==> config.mk <==
export PLATFORM = sky130hd
export DESIGN_NAME = branch_resolve_tracker
export DESIGN_NICKNAME = d
export VERILOG_FILES = /design/src/rtl/branch_resolve_tracker_pkg.sv /design/src/rtl/branch_pred_fifo.sv /design/src/rtl/branch_resolve_tracker.sv
export SDC_FILE = /design/constraint.sdc
export NUM_CORES = 1
export LEC_CHECK = 0
export ABC_AREA = 1
export CORE_ASPECT_RATIO = 1.25
export CORE_MARGIN = 5
export CORE_UTILIZATION = 56
export DETAILED_ROUTE_END_ITERATION = 7
export PLACE_DENSITY_LB_ADDON = 0.12
export SYNTH_ARGS = -nofsm -noshare
export SYNTH_HDL_FRONTEND = slang
export SYNTH_SLANG_ARGS = --single-unit
==> constraint.sdc <==
create_clock -name CLK -period 13.6 [get_ports CLK]
set_input_delay 2.04 -clock CLK [delete_from_list [all_inputs] [get_ports CLK]]
set_output_delay 2.04 -clock CLK [all_outputs]
set_load 0.01 [all_outputs]
==> src/rtl/branch_resolve_tracker_pkg.sv <==
// Shared types for the branch resolve tracker: BTB field widths, tracker FIFO entry and the
// 2-bit saturating history update.
package branch_resolve_tracker_pkg;

    typedef logic [31:0] word_t;
    typedef logic [27:0] btb_tag_t;
    typedef logic [29:0] btb_tgt_t;
    typedef logic [1:0]  btb_hist_t;

    localparam btb_hist_t HIST_STRONG_T  = 2'b11;
    localparam btb_hist_t HIST_STRONG_NT = 2'b00;

    typedef struct packed {
        word_t     pc;
        logic      hit;
        btb_hist_t history;
        btb_tgt_t  target;
        logic      predict_taken;
    } tracker_entry_t;

    function automatic btb_hist_t hist_update(input btb_hist_t hist, input logic taken);
        if (taken) begin
            return (hist == HIST_STRONG_T) ? hist : hist + 2'b01;
        end
        return (hist == HIST_STRONG_NT) ? hist : hist - 2'b01;
    endfunction

endpackage

==> src/rtl/branch_pred_fifo.sv <==
// In-order FIFO of outstanding branch predictions; clear has priority over push and pop.
module branch_pred_fifo
    import branch_resolve_tracker_pkg::*;
#(
    parameter int unsigned DEPTH   = 4,
    parameter type         entry_t = tracker_entry_t
) (
    input  logic                   CLK,
    input  logic                   RST,
    input  logic                   push,
    input  entry_t                 push_data,
    input  logic                   pop,
    input  logic                   clear,
    output entry_t                 pop_data,
    output logic                   full,
    output logic                   empty,
    output logic [$clog2(DEPTH):0] occupancy
);

    localparam int unsigned PTR_W = $clog2(DEPTH);
    localparam int unsigned CNT_W = PTR_W + 1;

    entry_t             mem_q [DEPTH];
    logic [PTR_W-1:0]   wr_ptr_q;
    logic [PTR_W-1:0]   rd_ptr_q;
    logic [CNT_W-1:0]   count_q;
    logic               push_en;
    logic               pop_en;

    always_comb begin
        full      = (count_q == CNT_W'(DEPTH));
        empty     = (count_q == '0);
        push_en   = push & ~full;
        pop_en    = pop & ~empty;
        pop_data  = mem_q[rd_ptr_q];
        occupancy = count_q;
    end

    // DEPTH is a power of two, so pointers wrap by plain overflow.
    always_ff @(posedge CLK or posedge RST) begin
        if (RST) begin
            wr_ptr_q <= '0;
            rd_ptr_q <= '0;
            count_q  <= '0;
            for (int i = 0; i < int'(DEPTH); i++) begin
                mem_q[i] <= '0;
            end
        end else if (clear) begin
            wr_ptr_q <= '0;
            rd_ptr_q <= '0;
            count_q  <= '0;
        end else begin
            if (push_en) begin
                mem_q[wr_ptr_q] <= push_data;
                wr_ptr_q        <= wr_ptr_q + PTR_W'(1);
            end
            if (pop_en) begin
                rd_ptr_q <= rd_ptr_q + PTR_W'(1);
            end
            unique case ({push_en, pop_en})
                2'b10:   count_q <= count_q + CNT_W'(1);
                2'b01:   count_q <= count_q - CNT_W'(1);
                default: count_q <= count_q;
            endcase
        end
    end

endmodule

==> src/rtl/branch_resolve_tracker.sv <==
// Turns BTB lookups into predictions, tracks them until resolve, flags mispredicts and drives
// the BTB write port. Optional macro PRED_FWD_EN forwards the in-flight BTB write into lookups.
module branch_resolve_tracker
    import branch_resolve_tracker_pkg::*;
#(
    parameter int unsigned DEPTH     = 4,
    parameter btb_hist_t   HIST_INIT = 2'b10
) (
    input  logic                   CLK,
    input  logic                   RST,
    input  logic                   lookup_valid,
    input  logic [31:0]            lookup_pc,
    output logic                   lookup_ready,
    input  logic                   btb_hit,
    input  logic [29:0]            btb_target,
    input  logic [1:0]             btb_history,
    output logic                   predict_taken,
    output logic [31:0]            predict_pc,
    input  logic                   resolve_valid,
    input  logic                   resolve_taken,
    input  logic [31:0]            resolve_target,
    input  logic                   flush,
    output logic                   mispredict,
    output logic [31:0]            redirect_pc,
    output logic                   btb_wen,
    output logic [1:0]             mapping_wsel,
    output logic [27:0]            tag_bits_new,
    output logic [29:0]            target_address_new,
    output logic                   slot_enabled,
    output logic [1:0]             branch_history_new,
    output logic [$clog2(DEPTH):0] occupancy,
    output logic                   underflow
);

    logic           eff_hit;
    btb_tgt_t       eff_target;
    btb_hist_t      eff_hist;
    tracker_entry_t new_entry;
    tracker_entry_t head;
    logic           full;
    logic           empty;
    logic           push;
    logic           pop;
    logic           clear;
    logic           mis;
    logic           do_write;
    btb_tgt_t       wr_target;
    btb_hist_t      wr_hist;
    word_t          redirect_d;

    logic           mispredict_q;
    word_t          redirect_q;
    logic           btb_wen_q;
    logic [1:0]     wsel_q;
    btb_tag_t       tag_q;
    btb_tgt_t       target_q;
    btb_hist_t      hist_q;
    logic           underflow_q;

`ifdef PRED_FWD_EN
    logic fwd;
    // A write landing this cycle on the same slot supersedes the stale BTB read.
    always_comb begin
        fwd        = btb_wen && (mapping_wsel == lookup_pc[3:2]);
        eff_hit    = fwd ? (tag_bits_new == lookup_pc[31:4]) : btb_hit;
        eff_target = fwd ? target_address_new : btb_target;
        eff_hist   = fwd ? branch_history_new : btb_history;
    end
`else
    always_comb begin
        eff_hit    = btb_hit;
        eff_target = btb_target;
        eff_hist   = btb_history;
    end
`endif

    always_comb begin
        predict_taken = eff_hit & eff_hist[1];
        predict_pc    = predict_taken ? {eff_target, 2'b00} : lookup_pc + 32'd4;
        lookup_ready  = ~full;
        new_entry     = '{pc: lookup_pc, hit: eff_hit, history: eff_hist,
                          target: eff_target, predict_taken: predict_taken};

        pop   = resolve_valid & ~empty;
        mis   = pop & ((head.predict_taken != resolve_taken) ||
                       (head.predict_taken && resolve_taken &&
                        ({head.target, 2'b00} != resolve_target)));
        clear = flush | mis;
        // Anything fetched alongside a mispredict or flush is wrong-path.
        push  = lookup_valid & lookup_ready & ~clear;

        do_write   = pop & (head.hit | resolve_taken);
        wr_target  = (head.hit & ~resolve_taken) ? head.target : resolve_target[31:2];
        wr_hist    = head.hit ? hist_update(head.history, resolve_taken) : HIST_INIT;
        redirect_d = resolve_taken ? resolve_target : head.pc + 32'd4;
    end

    branch_pred_fifo #(
        .DEPTH   (DEPTH),
        .entry_t (tracker_entry_t)
    ) u_fifo (
        .CLK       (CLK),
        .RST       (RST),
        .push      (push),
        .push_data (new_entry),
        .pop       (pop),
        .clear     (clear),
        .pop_data  (head),
        .full      (full),
        .empty     (empty),
        .occupancy (occupancy)
    );

    always_ff @(posedge CLK or posedge RST) begin
        if (RST) begin
            mispredict_q <= 1'b0;
            redirect_q   <= '0;
            btb_wen_q    <= 1'b0;
            wsel_q       <= '0;
            tag_q        <= '0;
            target_q     <= '0;
            hist_q       <= '0;
            underflow_q  <= 1'b0;
        end else begin
            mispredict_q <= mis;
            btb_wen_q    <= do_write;
            underflow_q  <= underflow_q | (resolve_valid & empty);
            if (pop) begin
                redirect_q <= redirect_d;
            end
            if (do_write) begin
                wsel_q   <= head.pc[3:2];
                tag_q    <= head.pc[31:4];
                target_q <= wr_target;
                hist_q   <= wr_hist;
            end
        end
    end

    always_comb begin
        mispredict         = mispredict_q;
        redirect_pc        = redirect_q;
        btb_wen            = btb_wen_q;
        slot_enabled       = btb_wen_q;
        mapping_wsel       = wsel_q;
        tag_bits_new       = tag_q;
        target_address_new = target_q;
        branch_history_new = hist_q;
        underflow          = underflow_q;
    end

endmodule
==> qor.txt <==
Status = finished, final reports clean
Initial antenna violation count = 0
Vias = 17.4k
CTS tree = built
Syn avg cell area = 7.76 um^2
Worst Setup End Kind = primary output
Post-DP HPWL = 43400 um
Initial core utilization = 56.6%
CTS Buffer Depth = 3
Share of the synthesized area in the top cell type = 49.9%
Syn_nets = 2490
Fin crit period = 7.67 ns
Synth top cells by count = nand2_1, dfrtp_1, nand3_1, o21ai_1, inv_1
Max incr delay on CP = 0.56 ns
H-tree lvl count = 2
Initial detailed-routing violation count = 2072
Die H = 213 um
Achievable Freq = 130 MHz
Crit Path Max Fanout = 3
Worst EP arrival = 5.63 ns
Worst Max-Slew Pin Slew = 1.18 ns
# fillers = 2798
EDFF count, synth = 0
Area delta synth->final = 19.9%
Antenna viol nets, final = 0
Pleak = 10.8 nW
MaxCap Viol Count = 0
CTS root buffer = clkbuf_16
RSZ-0062 raised after global routing = false
Dominant cells by area after synthesis = dfrtp_1, nand2_1, nand3_1, o21ai_1, inv_1
Period Utilization, post-route = 56.4%
Core footprint = 32600 um^2
Hold_buf cts = 0
CP Cell Sequence = clkdlybuf4s50_1 -> ha_1 -> nand2_1 -> inv_1 -> nand3_1 -> nor2_1 -> nand2_1 -> nor2_1 -> nand4_1 -> nor3_1 -> nand3_1 -> nor2_1 -> nand4_1 -> xor2_1 -> nand2_1 -> o21ai_0 -> clkdlybuf4s50_1
Setup CP Type = input pin to primary output
Design Power = 4.99 mW
Syn Std Cell Area = 18500 um^2
Post-synthesis cell type count = 41
Max Used Layer = met4
Cells after synthesis = 2379
Post-synth ARST share = 100%
Num CTS Buffers = 38
Post-CTS resize count = 0
Die W = 172 um
Total GRT Usage = 33.7%
Total iterations of the first detailed-routing run = 8
Clk Latency, worst-skew pair = 0.55 ns
Remaining DRCs = 0
# IOs = 238
Port bufs = 237
Total die area = 36700 um^2
Vias in the first global route = 16.6k
Rel. slew slack = 21.5%
Non-Filler Instances = 2975
Final setup viols = 0
WL met2 = 28800 um
GPL Wtd Cong = 1.00
Worst vdd rail ir drop = 0.148 mV
Final net count = 2640
Main synth FF type = dfrtp_1
Cell taking the most area after synthesis = dfrtp_1
Metal1 wirelength = 24000 um
Global-route wire length before repair = 95600 um
Largest net degree at the start of global routing = 100
Placed Cells = 2907
Antenna diodes = 0
Routed vias/inst = 5.86
Final wirelength = 62300 um
Share of layout cells above drive strength 1 = 4.69%
HP Class = flop to flop
Clk_skew = 0.0168 ns
Critical path's top delay family = simple AND/OR/NAND/NOR gates
Crit path buf inv count = 3
Synthesis Warnings = 0
Slew Viols, Final = 0
Standard-cell rows = 74
Clk sinks = 368
Pwr/cell area = 226 nW/um^2
CP Data Required Time = 11.56 ns
Wire per inst = 20.9 um
Most numerous cell in the Yosys netlist = nand2_1
TNS Setup = 0 ns
Gr ovfl total = 0
Setup Buffers After CTS = 0
CP startpoint kind = input pin
Final hold vios = 0
WL met3 = 6300 um
Crit-path slowest cell = clkdlybuf4s50_1
Layout Utilization = 67.9%
Seq cells post-synth = 368
Sequential share of the synthesized area = 49.9%
Clock-pin slew on the worst setup and hold paths = 0.06 ns
[metal layers]
metal | vias to the layer above | global-route usage, %
met4 | 0 | 15.3
met3 | 133 | 7.44
li1 | 8055 | -
met2 | 854 | 53.6
met5 | - | 0
met1 | 8386 | 44.3
[flip-flops by register name, indices dropped and copies added (netlist names)]
| name | cells |
|---|---|
| branch_history_new | 2 |
| u_fifo.rd_ptr_q | 2 |
| btb_wen | 1 |
| u_fifo.occupancy | 3 |
| mispredict | 1 |
| redirect_pc | 32 |
| u_fifo.wr_ptr_q | 2 |
| u_fifo.mem_q | 264 |
| target_address_new | 30 |
| mapping_wsel | 2 |
| tag_bits_new | 28 |
| underflow | 1 |
[stage by stage]
stage               worst slack, ns  hold WS, ns  cell area (um^2)
floorplan                      1.34        0.437             18500
CTS                            5.93        0.469             22100
finish                         5.93        0.470             22100
detailed placement             5.95        0.454             20800
global placement               6.10        0.450             20800
global route                   5.66        0.484             22100
[worst min-delay path: stages (launching register included)]
cell and delay [ns]:
dfrtp_1 0.34, nand2_1 0.05, nand2_1 0.05
[layout by cell type, fill, tap and decap left out, types with 7 or more instances in the layout]
cell / netlist / final
nor2_2: 7 / 7
xor2_1: 36 / 36
o22ai_1: 7 / 7
a32oi_1: 13 / 13
o21ai_1: 190 / 190
nand2_1: 897 / 892
buf_4: 15 / 25
nand3_1: 226 / 226
dfrtp_1: 368 / 367
nor2_1: 75 / 75
inv_1: 140 / 139
o21ai_0: 90 / 90
inv_2: 9 / 9
nand4_1: 15 / 15
ha_1: 7 / 7
clkbuf_1: 57 / 9
clkdlybuf4s50_1: 0 / 236
clkbuf_16: 0 / 39
a32o_1: 33 / 33
a21oi_1: 69 / 69
clkbuf_8: 0 / 12
nor3_1: 9 / 9
[power breakdown]
group / total [mW] / internal (mW) / switching [mW]
combinational: 2.04 / 0.760 / 1.28
clock: 1.09 / 0.650 / 0.440
sequential: 1.86 / 1.57 / 0.292
total: 4.99 / 2.98 / 2.01
[final timing paths]
check	start	to	slack (ns)	cells past startpoint
min	tag_bits_new[13]	tag_bits_new[13]	0.47	2
max reg2reg	u_fifo.rd_ptr_q[0]	u_fifo.mem_q[153]	8.34	22
min reg2reg	tag_bits_new[13]	tag_bits_new[13]	0.47	2
max in group asynchronous	RST	u_fifo.mem_q[44]	9.39	4
min in group asynchronous	RST	u_fifo.occupancy[1]	1.96	2
max	lookup_pc[2]	predict_pc[30]	5.93	17
[cell families (layout without fill, tap and decap cells)]
logic type	Yosys count	after routing	synth area share (%)
and+or+nand+nor	1243	1243	27.5
AOI/OAI and AO/OA	417	417	13.0
DFF	368	368	49.9
buffers and inverters	305	483	7.21
xor gates and xnor gates	38	38	1.80
adders and majority gates	8	8	0.583
[final cells by class]
| cell class | instances | area (um^2) | share of cell area (%) |
|---|---|---|---|
| clock buffers | 60 | 1170 | 5.31 |
| clock inverters | 8 | 124 | 0.560 |
| inverters | 153 | 584 | 2.64 |
| multi-input cells | 1706 | 7960 | 35.9 |
| flip-flops and latches | 368 | 9210 | 41.6 |
| well taps | 418 | 523 | 2.36 |
| repair buffers | 262 | 2550 | 11.5 |
Note: power is estimated with default switching activity, not from simulation.
